==> src/rtl/seq_cpu_pkg.sv <==
// Shared definitions for the sequential accumulator CPU: opcodes, FSM states
// and instruction field layout.
package seq_cpu_pkg;

    localparam int OPC_W = 4;

    localparam logic [OPC_W-1:0] OP_CLRLD = 4'd0;
    localparam logic [OPC_W-1:0] OP_ADDLD = 4'd1;
    localparam logic [OPC_W-1:0] OP_ADD   = 4'd2;
    localparam logic [OPC_W-1:0] OP_SHR   = 4'd3;
    localparam logic [OPC_W-1:0] OP_SHL   = 4'd4;
    localparam logic [OPC_W-1:0] OP_SUB   = 4'd5;
    localparam logic [OPC_W-1:0] OP_DISP  = 4'd6;
    localparam logic [OPC_W-1:0] OP_HALT  = 4'd7;

    typedef enum logic [1:0] {
        ST_IDLE,
        ST_FETCH,
        ST_EXEC,
        ST_HALTED
    } cpuState_e;

    // The opcode sits directly above the immediate, so its LSB equals the data width.
    function automatic int opcLsb(input int dataW);
        return dataW;
    endfunction

endpackage

==> src/rtl/seq_accum_cpu_prog_mem.sv <==
// Program store: synchronous write, registered read, contents never reset.
module prog_mem #(
    parameter int DEPTH  = 16,
    parameter int WORD_W = 12,
    parameter int ADDR_W = $clog2(DEPTH)
) (
    input  logic              clk,
    input  logic              we_i,
    input  logic [ADDR_W-1:0] waddr_i,
    input  logic [WORD_W-1:0] wdata_i,
    input  logic              re_i,
    input  logic [ADDR_W-1:0] raddr_i,
    output logic [WORD_W-1:0] rdata_o
);

    logic [WORD_W-1:0] memQ [DEPTH];
    logic [WORD_W-1:0] rdataQ;

    always_ff @(posedge clk) begin
        if (we_i) begin
            memQ[waddr_i] <= wdata_i;
        end
        if (re_i) begin
            rdataQ <= memQ[raddr_i];
        end
    end

    assign rdata_o = rdataQ;

endmodule

==> src/rtl/seq_accum_cpu.sv <==
// Multicycle accumulator CPU: FETCH/EXEC sequencer around a writable program
// store, with X/Y/Z registers sharing one adder/subtractor/shifter.
module seq_accum_cpu
    import seq_cpu_pkg::*;
#(
    parameter int DATA_W     = 8,
    parameter int PROG_DEPTH = 16,
    parameter int ADDR_W     = $clog2(PROG_DEPTH)
) (
    input  logic                  clk,
    input  logic                  rst,
    input  logic                  start_i,
    input  logic                  prog_we_i,
    input  logic [ADDR_W-1:0]     prog_addr_i,
    input  logic [OPC_W+DATA_W-1:0] prog_wdata_i,
    output logic                  busy_o,
    output logic                  halted_o,
    output logic [DATA_W-1:0]     out_o,
    output logic                  out_valid_o,
    output logic                  carry_o,
    output logic [ADDR_W-1:0]     pc_o
);

    localparam int OPC_LSB = opcLsb(DATA_W);
    localparam int WORD_W  = OPC_W + DATA_W;

    cpuState_e         stateQ, stateD;
    logic [ADDR_W-1:0] pcQ, pcD;
    logic [DATA_W-1:0] xQ, xD, yQ, yD, zQ, zD;
    logic              carryQ, carryD;
    logic              outValidQ, outValidD;

    logic [WORD_W-1:0] instr;
    logic [OPC_W-1:0]  opcode;
    logic [DATA_W-1:0] imm;
    logic [DATA_W:0]   sum, diff;
    logic              busy;

    assign busy = (stateQ == ST_FETCH) || (stateQ == ST_EXEC);

    prog_mem #(
        .DEPTH  (PROG_DEPTH),
        .WORD_W (WORD_W),
        .ADDR_W (ADDR_W)
    ) u_prog_mem (
        .clk     (clk),
        .we_i    (prog_we_i && !busy),
        .waddr_i (prog_addr_i),
        .wdata_i (prog_wdata_i),
        .re_i    (stateQ == ST_FETCH),
        .raddr_i (pcQ),
        .rdata_o (instr)
    );

    assign opcode = instr[OPC_LSB +: OPC_W];
    assign imm    = instr[DATA_W-1:0];
    // The extra top bit of the sum is the carry-out; of the difference, the borrow.
    assign sum    = {1'b0, yQ} + {1'b0, xQ};
    assign diff   = {1'b0, yQ} - {1'b0, xQ};

    always_ff @(posedge clk or posedge rst) begin
        if (rst) begin
            stateQ    <= ST_IDLE;
            pcQ       <= '0;
            xQ        <= '0;
            yQ        <= '0;
            zQ        <= '0;
            carryQ    <= 1'b0;
            outValidQ <= 1'b0;
        end else begin
            stateQ    <= stateD;
            pcQ       <= pcD;
            xQ        <= xD;
            yQ        <= yD;
            zQ        <= zD;
            carryQ    <= carryD;
            outValidQ <= outValidD;
        end
    end

    always_comb begin
        stateD    = stateQ;
        pcD       = pcQ;
        xD        = xQ;
        yD        = yQ;
        zD        = zQ;
        carryD    = carryQ;
        outValidD = 1'b0;
        unique case (stateQ)
            ST_IDLE, ST_HALTED: begin
                if (start_i) begin
                    stateD = ST_FETCH;
                    pcD    = '0;
                    xD     = '0;
                    yD     = '0;
                    zD     = '0;
                    carryD = 1'b0;
                end
            end
            ST_FETCH: begin
                stateD = ST_EXEC;
            end
            ST_EXEC: begin
                case (opcode)
                    OP_CLRLD: begin
                        xD     = imm;
                        yD     = '0;
                        zD     = '0;
                        carryD = 1'b0;
                    end
                    OP_ADDLD: begin
                        yD     = sum[DATA_W-1:0];
                        carryD = sum[DATA_W];
                        xD     = imm;
                    end
                    OP_ADD: begin
                        yD     = sum[DATA_W-1:0];
                        carryD = sum[DATA_W];
                    end
                    OP_SHR: begin
                        yD     = yQ >> 1;
                        carryD = yQ[0];
                    end
                    OP_SHL: begin
                        yD     = yQ << 1;
                        carryD = yQ[DATA_W-1];
                    end
                    OP_SUB: begin
                        yD     = diff[DATA_W-1:0];
                        carryD = diff[DATA_W];
                    end
                    OP_DISP: begin
                        zD        = yQ;
                        outValidD = 1'b1;
                    end
                    default: ;
                endcase
                // The last address halts in place rather than wrapping to 0.
                if (opcode == OP_HALT || pcQ == ADDR_W'(PROG_DEPTH - 1)) begin
                    stateD = ST_HALTED;
                end else begin
                    stateD = ST_FETCH;
                    pcD    = pcQ + ADDR_W'(1);
                end
            end
            default: stateD = ST_IDLE;
        endcase
    end

    assign busy_o      = busy;
    assign halted_o    = (stateQ == ST_HALTED);
    assign out_o       = zQ;
    assign out_valid_o = outValidQ;
    assign carry_o     = carryQ;
    assign pc_o        = pcQ;

endmodule

==> config.mk <==
export PLATFORM = sky130hd
export DESIGN_NAME = seq_accum_cpu
export DESIGN_NICKNAME = d
export VERILOG_FILES = /design/src/rtl/seq_cpu_pkg.sv /design/src/rtl/seq_accum_cpu_prog_mem.sv /design/src/rtl/seq_accum_cpu.sv
export SDC_FILE = /design/constraint.sdc
export NUM_CORES = 1
export LEC_CHECK = 0
export BUFFER_PORTS_ARGS = -buffer_cell sky130_fd_sc_hd__buf_2
export CORE_AREA = 2 2 139 141
export CTS_BUF_LIST = sky130_fd_sc_hd__clkbuf_4
export CTS_CLUSTER_SIZE = 10
export DETAILED_ROUTE_END_ITERATION = 12
export DIE_AREA = 0 0 141 143
export PLACE_DENSITY = 0.75
export SLEW_MARGIN = 10
export SYNTH_ARGS = -nofsm -noshare
export SYNTH_HDL_FRONTEND = slang
export SYNTH_SLANG_ARGS = --single-unit
export TNS_END_PERCENT = 50
==> constraint.sdc <==
create_clock -name clk -period 3.09 [get_ports clk]
set_input_delay 0.4635 -clock clk [delete_from_list [all_inputs] [get_ports clk]]
set_output_delay 0.4635 -clock clk [all_outputs]
set_load 0.05 [all_outputs]
Word-level counts from Yosys, hierarchy flattened
Memories as Yosys holds them, arrays and structs flattened. A register that Yosys moved wholly into a read port is not among the register bits.
Index checks and enable logic that the tools add are counted.
{ "totals": {"ram_bits": 192, "mem_count": 1, "wordCells": 61, "out_inout_bits": 16, "in_bits": 20, "ff_bits": 32} }
{ "classes": {"eq_ne": 16, "n_reduce_logical": 14, "muxes": 20, "add_sub_neg": 3} }
{ "mem_list": {"columns": ["memory", "depth", "width", "rd", "rd_clocked_by_memory_dff", "write_ports", "line_no", "source"], "rows": [
  ["u_prog_mem.memQ", 16, 12, 1, 1, 1, "seq_accum_cpu_prog_mem.sv:16", "logic [WORD_W-1:0] memQ [DEPTH];"]
]} }
{ "op_table": {"columns": ["cell", "n"], "rows": [
  ["8-bit case mux with 2 select lines", 4],
  ["8-bit case mux with 5 select lines", 1],
  ["4-bit by 3-bit == test with 1-bit output (second input constant)", 4],
  ["8-bit 2-to-1 mux", 2],
  ["3-bit AND reduction", 4],
  ["8-bit by 8-bit adder with 9-bit output", 1],
  ["8-bit by 8-bit subtractor with 9-bit output", 1],
  ["4-bit by 2-bit == test with 1-bit output (second input constant)", 2],
  ["4-bit 2-to-1 mux", 2],
  ["4-bit case mux with 2 select lines", 1],
  ["2-bit inequality test (second input constant)", 3],
  ["6-bit by 2-bit inequality test with 1-bit output (second input constant)", 1],
  ["2-bit case mux with 3 select lines", 1],
  ["2-bit OR reduction", 3],
  ["1-bit 2-to-1 mux", 5],
  ["1-bit case mux with 5 select lines", 1],
  ["4-bit by 1-bit adder with 4-bit output (second input constant)", 1],
  ["2-bit == test (second input constant)", 2],
  ["4-bit by 1-bit == test with 1-bit output (second input constant)", 1],
  ["4-bit == test (second input constant)", 1],
  ["4-bit logical NOT", 1],
  ["2-bit 2-to-1 mux", 2],
  ["3-bit by 1-bit inequality test with 1-bit output (second input constant)", 1],
  ["2-bit by 1-bit == test with 1-bit output (second input constant)", 1],
  ["6 further kinds", 7]
]} }

Logic depth before layout (Yosys ltp)
{ "logic_depth": {"word_depth": 6, "mapped_depth": 10, "mapped_depth_nobuf": 10} }

By module
Synthesis repeated with hierarchy kept, for this count alone.
{ "unflattened": {"hier_cells": 603, "hier_area_um2": 10045.9} }
{ "by_module_without_submodules": {"columns": ["mod", "seq_area_each_um2", "area_per_inst_um2", "cells_per_inst", "n_inst"], "rows": [
  ["prog_mem", 6125.9, 7719.9, 329, 1],
  ["seq_accum_cpu", 800.8, 2326.0, 274, 1]
]} }

Least setup slack after synthesis
No wires, ideal clock.
{ "synth_path": {"kind": "register -> register", "from": "reg stateQ[0]", "to": "mem u_prog_mem.memQ[0][0] (enable)", "stages_incl_launch_ff": 6, "t_required_ns": 2.694, "setup_time_ns": 0.396, "arrival_time_ns": 2.103, "synth_period_minus_slack_ns": 2.499, "path_buffers": 0, "slack_ns": 0.591, "cell_sequence": "dfrtp_1 inv_1 ha_1 nand2_1 or3_1 nor3_1"} }
{ "synth_via": {"elab_chain_len": 6, "elab_cells_between_ends": 7, "cone_classes": "eq/ne (2); mux (2); reduce/logical (3)"} }
{ "synth_rtl": {"columns": ["element", "line_no", "source"], "rows": [
  ["from (decl)", "seq_accum_cpu.sv:27", "cpuState_e stateQ, stateD;"],
  ["from (signal assigned)", "seq_accum_cpu.sv:71", "stateQ <= stateD;"],
  ["2-bit by 1-bit == test with 1-bit output or 2-bit == test (tied branches)", "seq_accum_cpu.sv:39", "assign busy = (stateQ == ST_FETCH) || (stateQ == ST_EXEC);"],
  ["1-bit logical OR (*)", "seq_accum_cpu.sv:39", null],
  ["1-bit logical NOT (*)", "seq_accum_cpu.sv:47", ".we_i (prog_we_i && !busy),"],
  ["1-bit logical AND (*)", "seq_accum_cpu.sv:47", null],
  ["1-bit 2-to-1 mux (*)", "seq_accum_cpu_prog_mem.sv:20", "if (we_i) begin"],
  ["1-bit 2-to-1 mux (implied by the code) (*)", "seq_accum_cpu_prog_mem.sv:21", "memQ[waddr_i] <= wdata_i;"],
  ["to (decl)", "seq_accum_cpu_prog_mem.sv:16", null]
]} }
Mark *: on every way between the ends. The rest lies on a longest branch, timed or not.

Worst setup path after layout
{ "layout_path": {"from": "reg stateQ[0]", "to": "out busy_o"} }
{ "layout_via": {"elab_chain_len": 2, "elab_cells_between_ends": 3, "cone_classes": "eq/ne (2); reduce/logical (1)"} }
{ "layout_rtl": {"columns": ["element", "line_no", "source"], "rows": [
  ["2-bit by 1-bit == test with 1-bit output or 2-bit == test (tied branches)", "seq_accum_cpu.sv:39", null],
  ["1-bit logical OR (*)", "seq_accum_cpu.sv:39", null],
  ["to (decl)", "seq_accum_cpu.sv:16", "output logic busy_o,"]
]} }
Marked as above.

==> metrics.md <==
| Metric | Value |
|---|---|
| Cts hold-fix bufs | `1` |
| Slowest CP cell | `dfrtp_1` |
| Mean Syn Cell Area | `17.1 sq um` |
| Die area | `20,200 sq um` |
| Row count | `50` |
| Post-detail-place hpwl | `14,400 um` |
| First-pass GRT wire length | `33,100 um` |
| Area Growth Syn to Fin | `13.5%` |
| Power Dens Cells | `725 nW/um^2` |
| Synthesized flop and latch total | `236` |
| Type of origin of the critical path | `register` |
| Tcrit/Tclk final | `79.7%` |
| Cts repair resizes | `0` |
| Post-synth EDFFs | `204` |
| Reg area | `6930 sq um` |
| Setup TNS | `0 ns` |
| Post-synthesis sequential area ratio | `68.8%` |
| GR Overflow Total | `0` |
| TritonCTS Buffers | `59` |
| Post-synth top area share | `60.8%` |
| DR WL/cell | `22.2 um` |
| Slew headroom | `27.6%` |
| FF-to-FF path depth | `7` |
| Fillers | `1,359` |
| Synth top cells by count | `204 x edfxtp_1, 60 x mux4_2, 55 x nand2_1` |
| Cell Chain, Critical Path | `inv_1 > ha_1 > inv_1 > buf_2` |
| Final setup margin | `0.629 ns` |
| Worst skew pair latency | `0.68 ns` |
| Critical path data required time | `2.63 ns` |
| Worst-path clk slew | `0.07 ns` |
| Synth Instances | `590` |
| Yosys top cell by area | `edfxtp_1` |
| Slowest stage delay, CP | `0.42 ns` |
| Remaining DRCs | `0` |
| GP Congestion | `0.902` |
| Yosys warns | `0` |
| Critical path class | `reg2out` |
| Fin util | `61.5%` |
| Most frequent CP cell | `inv_1` |
| Final instance area | `11,400 sq um` |
| Drt total wl | `21,500 um` |
| Die span in x | `141 um` |
| Final setup violation count | `0` |
| Core area | `18,600 sq um` |
| CTS tree | `yes` |
| Period minus WS final | `2.46 ns` |
| Worst vdd rail ir drop | `0.433 mV` |
| GRT Overall Usage | `22.2%` |
| Placed insts | `864` |
| Antenna Nets Post-Route | `0` |
| Drt initial violations | `557` |
| Status | `finished, final reports clean` |
| Hold Path Cell Cnt | `1` |
| Maxcap violations | `0` |
| Post-DP Area | `10,700 sq um` |
| Largest net degree at the start of global routing | `53` |
| Worst Tran Pin Value | `1.08 ns` |
| Total power | `8.28 mW` |
| Post-DR vias/cell | `5.99` |
| Peak Freq | `406 MHz` |
| Multi-input gate area | `2940 sq um` |
| Post-CTS Setup Inserts | `0` |
| Pins Over Slew Limit | `0` |
| First-pass iteration count of the detailed router | `5` |
| HP Class | `in2reg` |
| CTS Sinks | `236` |
| Antenna violations before repair | `1` |
| Vias in the first global route | `5,866` |
| CTS root buffer | `clkbuf_4` |
| Lkg Pwr | `3.99 nW` |
| Worst Setup End Kind | `output pin` |
| Post-layout nets | `736` |
| Layout cells sized above 1 | `32.0%` |
| Count leader, synth | `edfxtp_1` |
| Hold Slack | `0.162 ns` |
| # IOs | `36` |
| Post-Syn Area | `10,100 sq um` |
| Chip height | `143 um` |
| R2R Setup Slk | `0.68 ns` |
| RSZ-0062 raised after global routing | `no` |
| Initial Utilization | `54.2%` |
| Final number of hold-violating endpoints | `0` |
| CTS H-tree depth | `2` |
| Critical path arrival | `2.00 ns` |
| Via Count | `5,807` |
| Distinct cells, synth | `56` |
| FF-to-FF End | `u_prog_mem.memQ[5][7]` |
| Port Buf Inserts | `35` |
| Worst Clk Skew | `0.0545 ns` |
| RR Startpoint | `stateQ[0]` |
| Synth Flop Type | `edfxtp_1` |
| Non-Filler Instances | `970` |
| DP Worst Slack | `0.680 ns` |
| Fraction of registers with async set/reset | `13.6%` |
| CP Max Fanout | `7` |
| Top post-synthesis cells by area | `edfxtp_1 61%, mux4_2 13%, dfrtp_1 8.0%, ha_1 2.7%, nand2_1 2.1%` |
| Hold Path Origin | `prog_wdata_i[3]` |
| Hold Crit Endpoint | `u_prog_mem.memQ[15][3]` |
| Clk buf depth | `3` |
| Synthesized net count | `634` |
worst max-delay path by stage:
stage | start | to | slack, ns | cells after the start
5_1_grt | stateQ[0] | u_prog_mem.memQ[5][7] | 0.46 | 7
4_1_cts | pc_o[3] | pc_o[3] | 0.63 | 1
3_5_place_dp | stateQ[0] | u_prog_mem.memQ[5][1] | 0.68 | 7
2_1_floorplan | stateQ[0] | u_prog_mem.memQ[0][0] | 0.59 | 5
3_3_place_gp | stateQ[0] | u_prog_mem.memQ[5][1] | 0.78 | 7
6_report | stateQ[0] | busy_o | 0.63 | 4
cell families after synthesis:
family                   Yosys count  synth area share (%)
AND/OR/NAND/NOR                  131                  6.41
XOR/XNOR                           3                 0.261
AO/OA/AOI/OAI                     84                  5.65
flip-flops                       236                  68.8
buffers and inverters             51                  2.24
multiplexers                      61                  13.5
adder cells (fa/ha/maj)           24                  3.13
flip-flops by register name, summed over array words and instances (netlist names):
name / count
u_prog_mem.memQ: 192
out_valid_o: 1
yQ: 8
carry_o: 1
stateQ: 2
xQ: 8
out_o: 8
u_prog_mem.rdata_o: 12
pc_o: 4
cells in the final DEF, fill, tap and decap left out, types with 6 or more instances in the layout:
cell,instances
clkinv_1,14
inv_1,21
o21ai_1,15
dfrtp_1,30
edfxtp_1,204
nor2_1,27
nor3_2,6
mux4_2,60
o21ai_0,16
buf_4,32
ha_1,22
buf_2,35
a21oi_1,12
nand2_1,55
clkbuf_4,84
nand2b_1,6
cell type report:
class                      instances  share of cell area [%]
tap                              234                    2.56
timing repair buffer              70                    4.07
antenna                            1                  0.0219
multi-input combinational        303                    25.7
inverter                          22                   0.722
clock inverter                    20                   0.777
clock buffer                      84                    5.52
sequential                       236                    60.6
report_power, final:
| part | leakage [nW] | switching, mW | internal [mW] |
|---|---|---|---|
| Combinational | 1.27 | 1.20 | 0.737 |
| Sequential | 2.28 | 0.193 | 3.71 |
| Clock | 0.433 | 1.19 | 1.25 |
| Total | 3.99 | 2.59 | 5.70 |
metal layers:
| metal | part of all wire [%] | up-vias | track usage (%) |
|---|---|---|---|
| li1 | - | 2589 | - |
| met1 | 39 | 2947 | 27.8 |
| met2 | 52 | 226 | 38.5 |
| met3 | 6.2 | 45 | 4.29 |
| met4 | 2.6 | 0 | 9.11 |
| met5 | 0 | - | 0 |
worst max-delay path: cells and delay by family, from the launching register on:
kind | cells | cell delay, ns
buffers and inverters | 3 | 0.52
adder cells (fa/ha/maj) | 1 | 0.41
flip-flops | 1 | 0.42
Power figures use the tool's default switching activity.
